File: config.mk
export PLATFORM = sky130hd
export DESIGN_NAME = interrupt_controller
export DESIGN_NICKNAME = d
export VERILOG_FILES = /design/src/rtl/intc_pkg.sv /design/src/rtl/intc_edge_latch.sv /design/src/rtl/interrupt_controller.sv
export SDC_FILE = /design/constraint.sdc
export NUM_CORES = 1
export LEC_CHECK = 0
export CAP_MARGIN = 5
export CELL_PAD_IN_SITES_DETAIL_PLACEMENT = 0
export CELL_PAD_IN_SITES_GLOBAL_PLACEMENT = 1
export CORE_ASPECT_RATIO = 1.4
export CORE_MARGIN = 1
export CORE_UTILIZATION = 26
export CTS_CLUSTER_DIAMETER = 200
export CTS_CLUSTER_SIZE = 12
export DETAILED_ROUTE_END_ITERATION = 16
export PLACE_DENSITY = 0.87
export SLEW_MARGIN = 10
export SYNTH_ARGS = -nofsm -noshare
export SYNTH_HDL_FRONTEND = slang
export SYNTH_HIERARCHICAL = 1
export SYNTH_SLANG_ARGS = --single-unit
File: constraint.sdc
create_clock -name clk -period 1.9 [get_ports clk]
set_input_delay 0.19 -clock clk [delete_from_list [all_inputs] [get_ports clk]]
set_output_delay 0.19 -clock clk [all_outputs]
set_load 0.005 [all_outputs]
File: src/rtl/intc_pkg.sv
// intc_pkg: state encoding, memory-stage selector codes and defaults
// shared by the interrupt controller files.
package intc_pkg;

  typedef enum logic [2:0] {
    IDLE     = 3'd0,
    DRAIN    = 3'd1,
    PUSH_LO  = 3'd2,
    PUSH_HI  = 3'd3,
    PUSH_FLG = 3'd4,
    JUMP     = 3'd5,
    ACTIVE   = 3'd6,
    RESTORE  = 3'd7
  } intc_state_e;

  localparam logic [1:0] SEL_NONE  = 2'b00;
  localparam logic [1:0] SEL_PC_LO = 2'b01;
  localparam logic [1:0] SEL_PC_HI = 2'b10;
  localparam logic [1:0] SEL_FLAGS = 2'b11;

  localparam logic [31:0] DEF_VECTOR_ADDR = 32'd2;

endpackage

File: src/rtl/intc_edge_latch.sv
// intc_edge_latch: rising-edge detect on int_req and the pending flag.
// Clear has priority, so an edge arriving as pending is consumed merges.
module intc_edge_latch
  import intc_pkg::*;
(
  input  logic clk,
  input  logic reset,
  input  logic int_req_i,
  input  logic clr_i,
  output logic pending_o
);

  logic req_q;
  logic pend_q;
  logic pend_d;
  logic evt;

  assign evt = int_req_i & ~req_q;

  always_comb begin
    pend_d = pend_q;
    if (clr_i)
      pend_d = 1'b0;
    else if (evt)
      pend_d = 1'b1;
  end

  always_ff @(posedge clk) begin
    if (reset) begin
      req_q  <= 1'b0;
      pend_q <= 1'b0;
    end else begin
      req_q  <= int_req_i;
      pend_q <= pend_d;
    end
  end

  assign pending_o = pend_q;

endmodule

File: src/rtl/interrupt_controller.sv
// interrupt_controller: drain, push PC/flags, redirect, await RTI.
// Define INTC_MASK_EN to add the int_enable gate on IDLE->DRAIN.
module interrupt_controller
  import intc_pkg::*;
#(
  parameter int              PC_W         = 32,
  parameter int              FLAG_W       = 4,
  parameter logic [PC_W-1:0] VECTOR_ADDR  = PC_W'(DEF_VECTOR_ADDR),
  parameter int              DRAIN_CYCLES = 3
) (
  input  logic              clk,
  input  logic              reset,
  input  logic              int_req,
  input  logic              pipe_stall,
  input  logic              ret_int,
`ifdef INTC_MASK_EN
  input  logic              int_enable,
`endif
  input  logic [PC_W-1:0]   pc_in,
  input  logic [FLAG_W-1:0] flags_in,
  output logic              int_stall,
  output logic              int_flush,
  output logic              int_mem_selector1,
  output logic              int_mem_selector2,
  output logic              int_push,
  output logic              int_pc_sel,
  output logic [PC_W-1:0]   int_vector_addr,
  output logic [PC_W-1:0]   saved_pc,
  output logic [FLAG_W-1:0] saved_flags,
  output logic              restore_flags,
  output logic              int_active
);

  localparam int CNT_W =
    (DRAIN_CYCLES > 1) ? $clog2(DRAIN_CYCLES) : 1;

  intc_state_e       state_q, state_d;
  logic [CNT_W-1:0]  cnt_q, cnt_d;
  logic [PC_W-1:0]   spc_q, spc_d;
  logic [FLAG_W-1:0] sfl_q, sfl_d;
  logic              pending;
  logic              clr;
  logic              en;
  logic [1:0]        sel;

`ifdef INTC_MASK_EN
  assign en = int_enable;
`else
  assign en = 1'b1;
`endif

  intc_edge_latch u_edge (
    .clk       (clk),
    .reset     (reset),
    .int_req_i (int_req),
    .clr_i     (clr),
    .pending_o (pending)
  );

  always_ff @(posedge clk) begin
    if (reset) begin
      state_q <= IDLE;
      cnt_q   <= '0;
      spc_q   <= '0;
      sfl_q   <= '0;
    end else begin
      state_q <= state_d;
      cnt_q   <= cnt_d;
      spc_q   <= spc_d;
      sfl_q   <= sfl_d;
    end
  end

  always_comb begin
    state_d       = state_q;
    cnt_d         = cnt_q;
    spc_d         = spc_q;
    sfl_d         = sfl_q;
    clr           = 1'b0;
    sel           = SEL_NONE;
    int_stall     = 1'b0;
    int_flush     = 1'b0;
    int_push      = 1'b0;
    int_pc_sel    = 1'b0;
    int_active    = 1'b0;
    restore_flags = 1'b0;
    unique case (state_q)
      IDLE: begin
        if (pending && en) begin
          state_d = DRAIN;
          clr     = 1'b1;
          spc_d   = pc_in;
          sfl_d   = flags_in;
          cnt_d   = CNT_W'(DRAIN_CYCLES - 1);
        end
      end
      DRAIN: begin
        int_stall = 1'b1;
        int_flush = 1'b1;
        if (cnt_q == '0)
          state_d = PUSH_LO;
        else
          cnt_d = cnt_q - 1'b1;
      end
      // A pipeline stall freezes the push but keeps the data select.
      PUSH_LO: begin
        sel       = SEL_PC_LO;
        int_stall = 1'b1;
        int_push  = ~pipe_stall;
        if (!pipe_stall) state_d = PUSH_HI;
      end
      PUSH_HI: begin
        sel       = SEL_PC_HI;
        int_stall = 1'b1;
        int_push  = ~pipe_stall;
        if (!pipe_stall) state_d = PUSH_FLG;
      end
      PUSH_FLG: begin
        sel       = SEL_FLAGS;
        int_stall = 1'b1;
        int_push  = ~pipe_stall;
        if (!pipe_stall) state_d = JUMP;
      end
      JUMP: begin
        int_pc_sel = 1'b1;
        state_d    = ACTIVE;
      end
      ACTIVE: begin
        int_active = 1'b1;
        if (ret_int) state_d = RESTORE;
      end
      RESTORE: begin
        restore_flags = 1'b1;
        state_d       = IDLE;
      end
      default: state_d = IDLE;
    endcase
  end

  assign int_mem_selector1 = sel[0];
  assign int_mem_selector2 = sel[1];
  assign int_vector_addr   = VECTOR_ADDR;
  assign saved_pc          = spc_q;
  assign saved_flags       = sfl_q;

endmodule

== After elaboration in Yosys (flattened, before gate mapping) ==
Cells that the tools add are included.

* Bits in registers: 43
* Bits of input ports: 41

* Add/sub/neg operators: 1
* Equal/unequal tests: 14
* Mux-type cells: 19
* Bitwise operators: 3
* Reduce and logical (&&, ||, !) cells: 9

{| class="wikitable"
|+ Operator list
! cell !! count
|-
| $pmux W3 S8 || 1
|-
| $mux W3 || 6
|-
| $eq A3 B3 Y1 const B || 4
|-
| $ne A2 B2 Y1 const B || 6
|-
| $mux W1 || 8
|-
| $eq A3 B2 Y1 const B || 2
|-
| $pmux W2 S3 || 1
|-
| $reduce_and A6 Y1 || 1
|-
| $mux W2 || 2
|-
| $pmux W2 S2 || 1
|-
| $reduce_or A4 Y1 || 1
|-
| $eq A3 B1 Y1 const B || 1
|-
| $logic_not A3 Y1 || 1
|-
| $reduce_and A3 Y1 || 1
|-
| $reduce_or A3 Y1 || 1
|-
| $logic_not A2 Y1 || 1
|-
| $ne A2 B1 Y1 const B || 1
|-
| $not A1 Y1 || 2
|-
| $reduce_and A2 Y1 || 1
|-
| $reduce_bool A2 Y1 || 1
|-
| $reduce_or A2 Y1 || 1
|-
| $sub A2 B1 Y2 const B || 1
|-
| $and A1 B1 Y1 || 1
|}

== Depth between registers and ports, before layout ==
Gate-level depths: netlist (run 1).

* Depth in word-level cells: 3
* Depth in mapped cells: 7

== Modules after synthesis ==
The synthesis (run 1) kept the hierarchy.

{| class="wikitable"
|+ Modules (own cells, without submodules)
! module !! times used !! cells an instance !! area each (sq um) !! sequential area each (sq um)
|-
| interrupt_controller || 1 || 246 || 1949.4 || 820.8
|-
| intc_edge_latch || 1 || 6 || 71.3 || 40.0
|}

== Least setup slack after synthesis (run 1) ==
Ideal clock, no wire load.

* Path type: register to register
* Start point: register state_q[0]
* End point: register state_q[0]
* Arrival time: 1.501 ns
* Data required time: 1.779 ns
* Slack: 0.278 ns
* Cell stages (with the launch flop): 7
* Path buffers: 0
* Path through: dfxtp_1 > inv_1 > ha_1 > nor3_4 > nor2_2 > a221oi_4 > mux2_4

* Longest elaborated chain between the ends: 3

{| class="wikitable"
|+ Ends and longest elaborated chain
! item !! RTL line !! RTL
|-
| start, declared || interrupt_controller.sv:37 || <nowiki>intc_state_e state_q, state_d;</nowiki>
|-
| start signal, assigned || interrupt_controller.sv:67 || <nowiki>state_q <= state_d;</nowiki>
|-
| $eq A3 B1 Y1, or another cell as far along || interrupt_controller.sv:87 || <nowiki>unique case (state_q)</nowiki>
|-
| $ne A2 B2 Y1 (no source line) / $ne A2 B1 Y1 (equally long branches) || - ||
|-
| $reduce_and A6 Y1 (no source line) || - ||
|}

Parallel ways exist; a longest one is shown, timed or not.
A chain may end at the register's enable or synchronous reset.

== Worst setup path in the final report (run 1) ==
* Start point: register state_q[0]
* End point: output port int_active

* Longest elaborated chain between the ends: 2

{| class="wikitable"
|+ Ends and longest elaborated chain
! item !! RTL line !! RTL
|-
| $eq A3 B3 Y1 || interrupt_controller.sv:87 ||
|-
| $mux W1 || interrupt_controller.sv:87 ||
|-
| end, declared || interrupt_controller.sv:31 || <nowiki>output logic int_active</nowiki>
|}

Every way passes these cells.

==> impl_results.md, run 1 <==
- Chip Height: 106 um
- Critical path fanouts, max: 4
- First-pass GRT wire length: 7.87 mm
- Register area share after synthesis: 42.6%
- Data arrival, critical path: 1620 ps
- Commonest non-fill, non-tap cell in the layout: clkdlybuf4s50_1
- Avg Inst Size Synth: 8.02 um2
- Distinct cells, synth: 32
- Layout Area Growth over Synthesis: 52.0%
- Max clock buf depth: 2
- Cts bufs inserted: 5
- Logic pwr share: 41.4%
- Starting density of the core: 27.1%
- Clock slew at reported path FFs: 80 ps
- Routed len/inst: 11.2 um
- VDD IR max: 0.405 mV
- Port buffer count: 84
- NumNets Final: 386
- Antenna violations before repair: 0
- Yosys Warn Count: 6
- Row cnt: 37
- Mapped Area: 2020 um2
- Worst Setup Start Kind: flip-flop
- Total wire length: 4.90 mm
- Largest net degree at the start of global routing: 24
- Period utilization: 95.3%
- Status: finished, final reports clean
- Diodes inserted: 0
- Pleak: 1.21 nW
- Sequential power share: 35.9%
- Width of the die: 76.5 um
- Clock power frac: 22.7%
- Core area: 7450 um2
- Cts-stage hold buffer count: 0
- Worst EP required: 1710 ps
- Layout cells sized above 1: 12.3%
- Min Hold Slack: 343 ps
- Period minus WS final: 1810 ps
- Most frequent cells in the layout: clkdlybuf4s50_1, nand2_1, dfxtp_1
- DRC errors left: 0
- CTS root buf: clkbuf_8
- Via-to-Cell Ratio: 4.11
- Initial DRC count: 33
- Max-cap violation count: 0
- Worst Hold Class: in2reg
- Final-report max-slew violation count: 0
- Number of cells produced by synthesis: 252
- Pre-antenna DRT Iters: 4
- Endpoints failing hold: 0
- Clk Latency, worst-skew pair: 290 ps
- Pint: 0.00220 W
- Vias: 1798
- GR Overflow Total: 0
- Pwr Density: 1050 nW/um2
- Vias in the first global route: 1713
- CP Capture Type: output pin
- Setup_tns: 0 ps
- Clk sinks: 43
- Kind of critical path: reg2out
- Post-synthesis register bit count: 43
- Tot Pwr: 0.00323 W
- Io pins: 117
- Setup-failing EPs final: 0
- Clock Skews: 3.28 ps
- CTS tree: built
- DRT antenna net count: 0
- Total track usage: 12.3%
- Hpwl dp: 3.51 mm
- RD Place Congestion: 0.774
- RSZ-0062 raised after global routing: no
- Net switching power figure: 0.00103 W
- H-tree depth: 2
- Full die area: 8130 um2
- Net Sw Frac: 32.0%
- Fmax: 0.552 GHz
==> state kept, by name (all words and copies together), names as in the netlist <==
register / cells
saved_pc: 32
u_edge/pending_o: 1
cnt_q: 2
state_q: 3
saved_flags: 4
u_edge/req_q: 1
==> synth_stat cells (all sizes together) <==
library cell | count | area (um2)
nand3b | 1 | 7.51
and2b | 1 | 8.76
clkbuf | 6 | 22.5
nand3 | 1 | 17.5
nor2 | 9 | 38.8
ha | 5 | 62.6
nor4 | 1 | 6.26
o2111ai | 1 | 8.76
a21oi | 39 | 199
and2 | 1 | 7.51
conb | 2 | 7.51
buf | 37 | 279
nor3 | 4 | 31.3
o21a | 1 | 7.51
a41o | 1 | 10.0
mux2 | 1 | 15.0
a211oi | 1 | 7.51
nand2 | 78 | 293
inv | 10 | 37.5
o21ai | 2 | 10.0
dfxtp | 43 | 861
a221oi | 1 | 26.3
mux2i | 1 | 10.0
nand2b | 2 | 12.5
nor2b | 3 | 33.8
==> power groups by stage <==
stage | Combinational (W) | Clock (W) | Sequential [W]
after floorplan | 0.000720 | 0 | 0.00114
after global placement | 0.00117 | 0 | 0.00113
after detailed placement | 0.00120 | 0 | 0.00114
after CTS | 0.00126 | 0.000776 | 0.00113
after global routing | 0.00148 | 0.000809 | 0.00118
final | 0.00134 | 0.000734 | 0.00116
==> worst paths after layout <==
path,startpoint,end,slack [ps],cells after the start
max,state_q[0],int_active,90,5
min,reset,saved_pc[25],340,2
max reg2reg,state_q[0],state_q[0],140,7
min reg2reg,saved_pc[9],saved_pc[9],450,2
==> final cells by class <==
class	instances	area [um2]
fillers	762	4380
multi-input cells	186	1000
repair buffers	94	917
flip-flops and latches	43	870
well taps	97	121
clock buffers	6	82.6
inverters	10	42.5
clock inverters	2	35.0
==> cells by family (layout without fill, tap and decap cells) <==
family                     Yosys count  count (layout)  synth area share, %
buffers and inverters               53             112                 16.8
adders and majority gates            5               5                 3.10
DFF                                 43              43                 42.6
and+or+nand+nor                    101             101                 22.6
other                                2              32                0.372
muxes                                2               2                 1.24
AOI/OAI and AO/OA                   46              46                 13.3
==> worst max-delay path, cell delays in order (launching register included) <==
cell	delay, ps
dfxtp_4	380
inv_4	80
ha_4	160
inv_1	80
nor2_4	110
clkdlybuf4s50_1	510
==> routing by layer <==
layer  routed length [um]  track usage [%]  up-vias
met5                    0                0        -
li1                     -                -      914
met2                 2710             23.9       72
met4                   90             6.73        0
met3                  236             2.83        7
met1                 1870             11.8      805
==> per-stage QoR <==
step	setup slack (ps)	cell area [um2]	std cells	utilization [%]
5_1_grt	14.0	3070	438	41.2
4_1_cts	-40.5	2990	434	40.2
2_1_floorplan	278	2130	282	-
3_5_place_dp	142	2830	426	38.0
6_report	88.8	3070	438	41.2
3_3_place_gp	175	2830	426	38.0
==> what timing repair did <==
item                                    CTS  global route
endpoints found under the setup margin    7             7
pin swaps                                 0             3
setup buffers                             0             4
gates resized for setup                  11            13
(Power assumes the default switching activity.)
==> inputs of run 2 (changes only) <==
--- a/config.mk
+++ b/config.mk
@@ -10,11 +10,11 @@
 export CELL_PAD_IN_SITES_GLOBAL_PLACEMENT = 1
 export CORE_ASPECT_RATIO = 1.4
 export CORE_MARGIN = 1
-export CORE_UTILIZATION = 26
+export CORE_UTILIZATION = 23
 export CTS_CLUSTER_DIAMETER = 200
 export CTS_CLUSTER_SIZE = 12
 export DETAILED_ROUTE_END_ITERATION = 16
-export PLACE_DENSITY = 0.87
+export PLACE_DENSITY = 0.82
 export SLEW_MARGIN = 10
 export SYNTH_ARGS = -nofsm -noshare
 export SYNTH_HDL_FRONTEND = slang
==> constraint.sdc (replaced) <==
create_clock -name clk -period 1.56 [get_ports clk]
set_input_delay 0.156 -clock clk [delete_from_list [all_inputs] [get_ports clk]]
set_output_delay 0.156 -clock clk [all_outputs]
set_load 0.005 [all_outputs]
==> impl_results.md, run 2 (synthesis results as in run 1) <==
- Post-placement cell count: 442
- Vias: 1855
- Period utilization: 103%
- Max reg flops: 32
- Finished Layout Cells: 457
- Total wire length: 5.31 mm
- Layout Area Growth over Synthesis: 60.0%
- Min Hold Slack: 228 ps
- Starting density of the core: 23.6%
- Max clock buf depth: 2
- Filler cells: 859
- GR Overflow Total: 0
- Via-to-Cell Ratio: 4.06
- Final-report max-slew violation count: 0
- Worst EP required: 1730 ps
- Hpwl dp: 3.61 mm
- Chip Height: 113 um
- Commonest non-fill, non-tap cell in the layout: nand2_1
- Clk Latency, worst-skew pair: 280 ps
- Max-cap violation count: 0
- Most frequent cells in the layout: nand2_1, clkdlybuf4s50_1, dfxtp_1
- Worst setup path end: state_q[0]
- Io pins: 117
- Clk sinks: 43
- Kind of critical path: reg2reg
- Cts bufs inserted: 5
- Critical path's top delay family: flip-flops
- H-tree depth: 2
- DRT antenna net count: 0
- Period minus WS final: 1610 ps
- Min setup slack post-route: -48.1 ps
- Critical Path Source: state_q[1]
- Core area: 8560 um2
- Setup-failing EPs final: 2
- CP bufs+invs: 1
- Width of the die: 81.2 um
- Critical path fanouts, max: 5
- Row cnt: 40
- Full die area: 9170 um2
- Pre-antenna DRT Iters: 4
- Clock Skews: 3.16 ps
- Fmax: 0.622 GHz
- RSZ-0062 raised after global routing: yes
- Layout cells sized above 1: 16.8%
- CP Capture Type: flip-flop
- Worst Reg-to-Reg Cells: 6
- Cts-stage hold buffer count: 0
- Data arrival, critical path: 1770 ps
- Worst Setup Start Kind: flip-flop
- R2R Path End: state_q[0]
- Largest net degree at the start of global routing: 32
- Endpoints failing hold: 0
- Util after Layout: 37.8%
- Diodes inserted: 0
- CTS root buf: clkbuf_16
- DRC errors left: 0
- Pwr Density: 1320 nW/um2
- Clock slew at reported path FFs: 60 ps
- Failing checks: setup timing
- NumNets Final: 397
- Vias in the first global route: 1759
- Setup_tns: -66.5 ps
- Slowest library cell on the worst path: dfxtp_4
- CP Depth: 6
- Routed len/inst: 11.6 um
- First-pass GRT wire length: 8.08 mm
- RD Place Congestion: 0.771
- Initial DRC count: 56
- CTS tree: built
- Total track usage: 11.5%
- Antenna violations before repair: 0
- Port buffer count: 84
- R2R Setup Slk: -50 ps
- Status: complete, but fails checks
- Min-Delay Startpoint: reset
- Reg-to-Reg Start: state_q[1]
- Pleak: 1.27 nW
- CP max stage delay: 370 ps
- VDD IR max: 0.503 mV
- CP Cell Sequence: buf_6 > ha_4 > nor3_4 > nor2_2 > a221oi_4 > mux2_4
- Worst Hold Class: in2reg
==> run 2: layer usage <==
metal / up-vias / wire (um) / global-route usage [%]
met1: 839 / 2040 / 11.2
met4: 0 / 85 / 3.93
li1: 938 / - / -
met2: 71 / 2910 / 22.3
met5: - / 0 / 0
met3: 7 / 281 / 2.98
==> run 2: final cells by class <==
cell class                 count  area, um2  share of cell area, %
tap                          105        131                   4.06
inverter                      10       47.5                   1.47
multi-input combinational    186       1010                   31.3
clock buffer                   5        125                   3.87
clock inverter                 3       15.0                  0.464
timing repair buffer         105       1030                   32.0
sequential                    43        870                   26.9
==> run 2: worst min path at each step <==
stage                                  end  slack [ps]  cells past startpoint
final                     u_edge/pending_o         230                      3
after global routing      u_edge/pending_o         260                      3
after CTS                 u_edge/pending_o         230                      3
after detailed placement      saved_pc[17]         450                      2
after global placement      saved_flags[3]         440                      2
after floorplan               u_edge/req_q         230                      1
==> run 2: through the flow <==
| step | setup WS (ps) | power (W) | area, um2 |
|---|---|---|---|
| 3_3_place_gp | -80.1 | 0.00303 | 2960 |
| 2_1_floorplan | 24.6 | 0.00233 | 2160 |
| 5_1_grt | -116 | 0.00458 | 3230 |
| 4_1_cts | -145 | 0.00417 | 3160 |
| 3_5_place_dp | -85.5 | 0.00307 | 2960 |
| 6_report | -48.1 | 0.00426 | 3230 |
==> run 2: what timing repair did <==
item                                    4_1_cts  5_1_grt
pin swaps                                     7        3
resized for setup                            26       11
setup buffers                                 5        2
cloned                                        0        2
endpoints found under the setup margin       10       16
==> run 2: report_power, final <==
part	switching (W)	internal [W]
clock network	0.000411	0.000584
registers	0.000117	0.00129
logic	0.000849	0.00101
total	0.00138	0.00288
==> run 2: worst min-delay path: cells and delay by family <==
family	cells	cell delay (ps)
buffers and inverters	1	150
and+or+nand+nor	1	60
AOI/OAI and AO/OA	1	90
